**config.mk**
```make
export PLATFORM = sky130hd
export DESIGN_NAME = page_table_unit
export DESIGN_NICKNAME = d
export VERILOG_FILES = /design/src/rtl/page_table_unit.sv
export SDC_FILE = /design/constraint.sdc
export NUM_CORES = 1
export LEC_CHECK = 0
export CORE_MARGIN = 1.5
export CORE_UTILIZATION = 50
export DETAILED_ROUTE_END_ITERATION = 7
export DONT_BUFFER_PORTS = 1
export PLACE_DENSITY = 0.71
export SYNTH_ARGS = -nofsm -noshare
export SYNTH_HDL_FRONTEND = slang
export SYNTH_SLANG_ARGS = --single-unit
```
**constraint.sdc**
```tcl
create_clock -name clk -period 2.45 [get_ports clk]
set_input_delay 0.735 -clock clk [delete_from_list [all_inputs] [get_ports clk]]
set_output_delay 0.735 -clock clk [all_outputs]
set_load 0.05 [all_outputs]
```
**src/rtl/page_table_unit.sv**
```systemverilog
// Page-table store and single shared walker serving 8B and 32B TLB miss requests.
// Define PTU_STATS_EN to build the saturating request/fault statistics counters.
module page_table_unit #(
    parameter int LOOKUP_LAT = 4
) (
    input  logic        clk,
    input  logic        rst,
    input  logic        PAGE_8B_RQST,
    input  logic [5:0]  PAGE_8B_LOOKUP,
    output logic [11:0] PAGE_8B_RECV,
    output logic        PAGE_8B_COMPLETE,
    input  logic        PAGE_32B_RQST,
    input  logic [3:0]  PAGE_32B_LOOKUP,
    output logic [7:0]  PAGE_32B_RECV,
    output logic        PAGE_32B_COMPLETE,
    output logic        PAGE_FAULT,
    input  logic        PT_WR_EN,
    input  logic        PT_WR_SEL,
    input  logic [5:0]  PT_WR_ADDR,
    input  logic [6:0]  PT_WR_DATA,
    output logic [15:0] PT_REQ_CNT,
    output logic [15:0] PT_FAULT_CNT
);
    localparam logic [1:0] ST_IDLE  = 2'd0;
    localparam logic [1:0] ST_WALK  = 2'd1;
    localparam logic [1:0] ST_RESP  = 2'd2;
    localparam logic [3:0] CNT_LOAD = 4'(LOOKUP_LAT - 2);

    logic [63:0] valid8_q;
    logic [5:0]  ppn8_q [64];
    logic [15:0] valid32_q;
    logic [3:0]  ppn32_q [16];

    logic [1:0]  state_q, state_d;
    logic [3:0]  cnt_q, cnt_d;
    logic        sel_q, sel_d;
    logic [5:0]  vpn_q, vpn_d;
    logic        pend8_q, pend8_d, pend32_q, pend32_d;
    logic [5:0]  pvpn8_q, pvpn8_d;
    logic [3:0]  pvpn32_q, pvpn32_d;
    logic [11:0] recv8_q, recv8_d;
    logic [7:0]  recv32_q, recv32_d;
    logic        cmp8_q, cmp8_d, cmp32_q, cmp32_d, fault_q, fault_d;
    logic        busy_s, acc8_s, acc32_s;

    // Valid bits are cleared by reset; 32B writes alias on ADDR[3:0].
    always_ff @(posedge clk) begin
        if (rst) begin
            valid8_q  <= 64'd0;
            valid32_q <= 16'd0;
        end else if (PT_WR_EN) begin
            if (PT_WR_SEL) valid32_q[PT_WR_ADDR[3:0]] <= PT_WR_DATA[6];
            else           valid8_q[PT_WR_ADDR]       <= PT_WR_DATA[6];
        end
    end

    // PPN storage carries no reset; VALID gates every use of it.
    always_ff @(posedge clk) begin
        if (PT_WR_EN && PT_WR_SEL)  ppn32_q[PT_WR_ADDR[3:0]] <= PT_WR_DATA[3:0];
        if (PT_WR_EN && !PT_WR_SEL) ppn8_q[PT_WR_ADDR]       <= PT_WR_DATA[5:0];
    end

    // A request is dropped while its table already has one queued or walking.
    always_comb begin
        busy_s  = (state_q != ST_IDLE);
        acc8_s  = PAGE_8B_RQST  & ~pend8_q  & ~(busy_s & ~sel_q);
        acc32_s = PAGE_32B_RQST & ~pend32_q & ~(busy_s & sel_q);
    end

    // Walker next state: arbitration, latency countdown, table read and response.
    always_comb begin
        state_d  = state_q;
        cnt_d    = cnt_q;
        sel_d    = sel_q;
        vpn_d    = vpn_q;
        pend8_d  = pend8_q | acc8_s;
        pend32_d = pend32_q | acc32_s;
        pvpn8_d  = acc8_s  ? PAGE_8B_LOOKUP  : pvpn8_q;
        pvpn32_d = acc32_s ? PAGE_32B_LOOKUP : pvpn32_q;
        recv8_d  = recv8_q;
        recv32_d = recv32_q;
        cmp8_d   = 1'b0;
        cmp32_d  = 1'b0;
        fault_d  = 1'b0;
        case (state_q)
            ST_IDLE: begin
                // An idle walker starts a fresh request in its arrival cycle.
                if (pend8_q || acc8_s) begin
                    state_d = ST_WALK;
                    cnt_d   = CNT_LOAD;
                    sel_d   = 1'b0;
                    vpn_d   = pend8_q ? pvpn8_q : PAGE_8B_LOOKUP;
                    pend8_d = 1'b0;
                end else if (pend32_q || acc32_s) begin
                    state_d  = ST_WALK;
                    cnt_d    = CNT_LOAD;
                    sel_d    = 1'b1;
                    vpn_d    = {2'b00, (pend32_q ? pvpn32_q : PAGE_32B_LOOKUP)};
                    pend32_d = 1'b0;
                end else begin
                    state_d = ST_IDLE;
                end
            end
            ST_WALK: begin
                if (cnt_q == 4'd0) begin
                    state_d = ST_RESP;
                    if (sel_q) begin
                        cmp32_d  = 1'b1;
                        fault_d  = ~valid32_q[vpn_q[3:0]];
                        recv32_d = {vpn_q[3:0], (valid32_q[vpn_q[3:0]] ? ppn32_q[vpn_q[3:0]] : 4'd0)};
                    end else begin
                        cmp8_d  = 1'b1;
                        fault_d = ~valid8_q[vpn_q];
                        recv8_d = {vpn_q, (valid8_q[vpn_q] ? ppn8_q[vpn_q] : 6'd0)};
                    end
                end else begin
                    cnt_d = cnt_q - 4'd1;
                end
            end
            ST_RESP: state_d = ST_IDLE;
            default: state_d = ST_IDLE;
        endcase
    end

    // Walker and output registers.
    always_ff @(posedge clk) begin
        if (rst) begin
            state_q  <= ST_IDLE;
            cnt_q    <= 4'd0;
            sel_q    <= 1'b0;
            vpn_q    <= 6'd0;
            pend8_q  <= 1'b0;
            pend32_q <= 1'b0;
            pvpn8_q  <= 6'd0;
            pvpn32_q <= 4'd0;
            recv8_q  <= 12'd0;
            recv32_q <= 8'd0;
            cmp8_q   <= 1'b0;
            cmp32_q  <= 1'b0;
            fault_q  <= 1'b0;
        end else begin
            state_q  <= state_d;
            cnt_q    <= cnt_d;
            sel_q    <= sel_d;
            vpn_q    <= vpn_d;
            pend8_q  <= pend8_d;
            pend32_q <= pend32_d;
            pvpn8_q  <= pvpn8_d;
            pvpn32_q <= pvpn32_d;
            recv8_q  <= recv8_d;
            recv32_q <= recv32_d;
            cmp8_q   <= cmp8_d;
            cmp32_q  <= cmp32_d;
            fault_q  <= fault_d;
        end
    end

    assign PAGE_8B_RECV      = recv8_q;
    assign PAGE_32B_RECV     = recv32_q;
    assign PAGE_8B_COMPLETE  = cmp8_q;
    assign PAGE_32B_COMPLETE = cmp32_q;
    assign PAGE_FAULT        = fault_q;

`ifdef PTU_STATS_EN
    logic [15:0] req_cnt_q, fault_cnt_q;
    logic [16:0] req_sum_s, fault_sum_s;

    // Both tables may accept in the same cycle, so requests can add two.
    always_comb begin
        req_sum_s   = {1'b0, req_cnt_q} + {16'd0, acc8_s} + {16'd0, acc32_s};
        fault_sum_s = {1'b0, fault_cnt_q} + {16'd0, fault_d};
    end

    // Saturating statistics counters.
    always_ff @(posedge clk) begin
        if (rst) begin
            req_cnt_q   <= 16'd0;
            fault_cnt_q <= 16'd0;
        end else begin
            req_cnt_q   <= req_sum_s[16]   ? 16'hFFFF : req_sum_s[15:0];
            fault_cnt_q <= fault_sum_s[16] ? 16'hFFFF : fault_sum_s[15:0];
        end
    end

    assign PT_REQ_CNT   = req_cnt_q;
    assign PT_FAULT_CNT = fault_cnt_q;
`else
    assign PT_REQ_CNT   = 16'h0000;
    assign PT_FAULT_CNT = 16'h0000;
`endif
endmodule
```
# Yosys cells after proc, flatten, opt, wreduce, memory -nomap -nowiden
# Memories as Yosys holds them, arrays and structs flattened. A register that Yosys moved wholly into a read port is not among the register bits.
# Index checks and enable logic that the tools add are counted.
dict set report classes {
  add_sub_neg 1
  bitwise_logic 18
  mux 42
  n_lt_le_gt_ge 6
  n_eq_ne 4
  reduce_logical 19
}
# cell n
set ops {}
lappend ops {{$bwmux 64} 1}
lappend ops {{$mux 6} 6}
lappend ops {{$mux 4} 7}
lappend ops {{$mux 1} 20}
lappend ops {{$bwmux 16} 1}
lappend ops {{$lt 6x7->1 const B} 2}
lappend ops {{$lt 4x5->1 const B} 2}
lappend ops {{$not 1->1} 10}
lappend ops {{$reduce_and 3->1} 3}
lappend ops {{$pmux 4 s2} 1}
lappend ops {{$and 1x1->1} 6}
lappend ops {{$bmux 1 s6} 1}
lappend ops {{$demux 1 s6} 1}
lappend ops {{$ge 6x1->1 const B} 1}
lappend ops {{$reduce_and 2->1} 3}
lappend ops {{$reduce_bool 2->1} 3}
lappend ops {{$bmux 1 s4} 1}
lappend ops {{$demux 1 s4} 1}
lappend ops {{$ge 4x1->1 const B} 1}
lappend ops {{$logic_and 1x1->1} 4}
lappend ops {{$logic_not 4->1} 1}
lappend ops {{$ne 2x2->1 const B} 2}
lappend ops {{$pmux 2 s2} 1}
lappend ops {{$sub 4x1->4 const B} 1}
lappend ops {{other kinds (8)} 10}
dict set report word_totals {
  regBits 128
  elab_cells 107
  ramBits 448
  out_inout_bits 55
  mem_count 2
  input_bits 29
}
# memory words word_bits rd rd_clocked_by_memory_dff write_ports line_no
set mem_list {}
lappend mem_list {ppn8_q 64 6 1 1 1 30} ;# logic [5:0] ppn8_q [64];
lappend mem_list {ppn32_q 16 4 1 1 1 32} ;# logic [3:0] ppn32_q [16];

# Longest topological paths before layout
dict set report depth {
  ltp_word 9
  mapped_depth 9
  ltp_nobuf 8
}

# Least setup slack after synthesis
# OpenSTA, ideal clock, no wires.
dict set report synth_path {
  kind {input-to-reg}
  from {input PT_WR_ADDR[2]}
  to {memory ppn8_q[59][0] (enable)}
  n_path_buf 2
  required_time_ns 2.093
  cell_stages 5
  setup_slack_ns 0.082
  arrival_time_ns 2.011
  setup_time_ns 0.357
  cell_sequence {clkbuf_1 nor3b_1 nand3_1 clkbuf_1 nor2_1}
}
# item line_no
set synth_lines {}
lappend synth_lines {{from (decl)} 19} ;# input logic [5:0] PT_WR_ADDR,
lappend synth_lines {{to (decl)} 30}
# Straight into the memory's write port.

==> results_dict.tcl <==
set metrics [dict create \
    status "complete, no violations" \
    yosysWarnings 0 \
    worstSkewPairLatency_ns 0.62 \
    fin_crit_ns 2.39 \
    async_flop_share 0 \
    die_x_um 218 \
    synth_cell_types 47 \
    io_pins 84 \
    overflow 0 \
    drive_gt1_frac 0.216 \
    rows 78 \
    grt_pass1_wl_um 80100 \
    ys_seq_elements 582 \
    cts_buffer_depth 3 \
    cp.required_ns 2.93 \
    grt_usage 0.226 \
    maxCapViolations 0 \
    gp_congestion 0.824 \
    synth_cells 1457 \
    port_buffers 0 \
    worstHoldPathType "in2reg" \
    pwr-share-comb 0.190 \
    wl_per_cell_um 24.0 \
    ant_nets 0 \
    maxSlewViolCount 0 \
    pwr-share-clk 0.358 \
    finalCritPeriodShare 0.975 \
    busiest_layer "met2" \
    totalPowerFinal_w 0.0248 \
    p_sw_w 0.00652 \
    numCtsBuffers 56 \
    grt_start_max_net_pins 129 \
    cts-root-buf "clkbuf_16" \
    reg2reg_to "PAGE_8B_RECV[2]" \
    end_kind "flip-flop" \
    h-tree-depth 2 \
    clk_pin_slew_worst_paths_ns 0.07 \
    placed_area_um2 24300 \
    leakagePower_nw 8.43 \
    cp-endpoint "PAGE_8B_RECV[2]" \
    die_h_um 218 \
    reg2reg_depth 7 \
    dpl.hpwl_um 33100 \
    worst_setup_path_start_kind "flip-flop" \
    dieArea_um2 47500 \
    rsz0062_at_grt "false" \
    vias 13100 \
    viasPerCell 6.02 \
    nFillCells 3441 \
    crit_arrival_ns 2.87 \
    antenna_found_initial 0 \
    tns_ns 0 \
    fin_nets 1565 \
    cts_tree "built" \
    design_area_um2 26300 \
    seq_area_frac_synth 0.699 \
    antenna_cells 0 \
    area_growth_pct 13.7 \
    drc 0 \
    r2r_slack_ns 0.06 \
    drt_first_pass_iters 5 \
    finalWirelength_um 52300 \
    synth_edf_count 448 \
    drt_iter0_drc 1520 \
    slew_headroom 0.507 \
    p_seq_frac 0.452 \
    grt_pass1_vias 13200 \
    setup_ws_ns 0.0618 \
    grt_use_met1 0.299 \
    cts_setup_buffers 0 \
    final_util 0.577 \
    initial_utilization 0.508 \
    crit_type "reg2reg" \
    synth_area_per_cell_um2 15.8 \
    fin_skew_ns 0.0242 \
    switching_share 0.263 \
    grtUsageMet2 0.374 \
    grt_util_met3 0.0444 \
    regArea_um2 16100 \
    tightest_slew_ns 0.739 \
    ir_drop_mv 0.859 \
    syn_area_um2 23100 \
    multi_input_area_um2 6400 \
    synth_flop_cell "edfxtp_1" \
    cp_max_fo 20 \
    min_from "rst" \
    dpl_worst_slack_ns 0.0967 \
    final-setup-viol-count 0 \
    hold_viol 0 \
    p_int_w 0.0182 \
    fmax_mhz 419 \
    powerDensity_nw_per_um2 943 \
    cts.sinks 582 \
    core_area_um2 45500 \
]
-- metrics by stage --
stage               instances  hold slack, ns
floorplan                1488           0.449
global placement         2077           0.455
detailed placement       2077           0.459
CTS                      2182           0.163
global route             2182           0.172
finish                   2182           0.183
-- placed cells by master, fill, tap and decap left out, types with 5 or more instances in the layout --
master     instances
clkbuf_8           8
a22o_1             7
o21ai_0           84
conb_1            32
inv_1              5
buf_4            106
nand3_1           12
clkinv_1          13
clkbuf_16         56
clkbuf_1           7
nor3_1            13
a211oi_1          16
buf_12             9
nand2b_1           8
dfxtp_1          132
nand2_1          125
nor2b_1            9
a21oi_1          103
mux2i_1           22
a22oi_1           49
bufinv_16          7
mux4_2           129
clkinv_2           7
mux4_1             7
o32ai_1            6
nand3b_1           5
nor2_1           113
edfxtp_1         448
-- registers in the layout (all words and copies together), names as in the netlist, named ones only --
register           cells
PAGE_32B_COMPLETE      1
ppn32_q               64
pvpn8_q                6
valid8_q              64
PAGE_32B_RECV          8
valid32_q             16
pend8_q                1
ppn8_q               384
state_q                2
cnt_q                  4
PAGE_FAULT             1
PAGE_8B_RECV          12
pend32_q               1
sel_q                  1
vpn_q                  6
PAGE_8B_COMPLETE       1
pvpn32_q               4
-- kinds of logic after synthesis --
group	Yosys count	synth area share
flops	582	0.699
compound gates	277	0.0709
simple gates	302	0.0553
other cells	1	0.000162
fa+ha+maj	1	0.000542
mux	159	0.144
buf+inv	133	0.0294
xor+xnor	2	0.000759
-- cell usage after synthesis, types with 2 or more instances --
cell      number  share of area
edfxtp_1     448           0.58
dfxtp_1      134           0.12
mux4_2       129           0.13
nand2_1      125          0.020
nor2_1       114          0.019
a21oi_1      103          0.022
o21ai_0       84          0.018
clkbuf_1      66          0.011
a22oi_1       49          0.016
buf_4         38          0.012
mux2i_1       22         0.0095
a211oi_1      18         0.0059
buf_2         17         0.0037
nor3_1        13         0.0028
nand3_1       12         0.0026
nor2b_1       11         0.0030
nand2b_1       8         0.0022
a22o_1         7         0.0027
mux4_1         7         0.0080
o32ai_1        6         0.0023
buf_1          5        0.00081
inv_1          5        0.00081
nand3b_1       5         0.0016
a311oi_1       2        0.00076
and3_1         2        0.00054
and3b_1        2        0.00076
buf_6          2        0.00098
nor3b_1        2        0.00065
nor4_1         2        0.00054
or3_1          2        0.00054
-- worst max-delay path, cell delays in order (launching register included) --
cell and delay, ns:
dfxtp_4 0.40, buf_12 0.21, mux4_2 0.53, a22oi_1 0.43
nand2_1 0.11, a22o_1 0.28, a211oi_1 0.17, o32ai_1 0.10
-- timing repair --
action,4_1_cts,5_1_grt
gates resized for setup,0,4
hold buffers,0,0
endpoints found under the setup margin,0,2
-- routing by layer --
layer / vias up / wire length [µm]
met5: - / 0
met4: 0 / 1880
met3: 109 / 3630
met2: 539 / 26200
met1: 6705 / 20600
li1: 5776 / -
-- worst min-delay path by stage --
stage / cells past startpoint / endpoint / slack, ns
2_1_floorplan: 2 / valid32_q[5] / 0.45
4_1_cts: 1 / PAGE_8B_RECV[7] / 0.16
3_5_place_dp: 2 / valid8_q[8] / 0.46
6_report: 1 / PAGE_8B_RECV[7] / 0.18
5_1_grt: 1 / PAGE_32B_COMPLETE / 0.17
3_3_place_gp: 2 / valid8_q[47] / 0.45
-- final cells by class --
cell class	instances	area share
sequential	582	0.615
tap	600	0.0286
timing repair buffer	117	0.0393
inverter	5	0.000715
multi-input combinational	773	0.244
clock inverter	34	0.0141
clock buffer	71	0.0586
-- power by group through the flow --
stage / Combinational (W) / Clock (W) / Sequential, W
2_1_floorplan: 0.00348 / 0 / 0.0112
3_3_place_gp: 0.00459 / 0 / 0.0114
3_5_place_dp: 0.00465 / 0 / 0.0114
4_1_cts: 0.00468 / 0.00895 / 0.0112
5_1_grt: 0.00500 / 0.00933 / 0.0112
6_report: 0.00469 / 0.00887 / 0.0112
(Power assumes the default switching activity.)
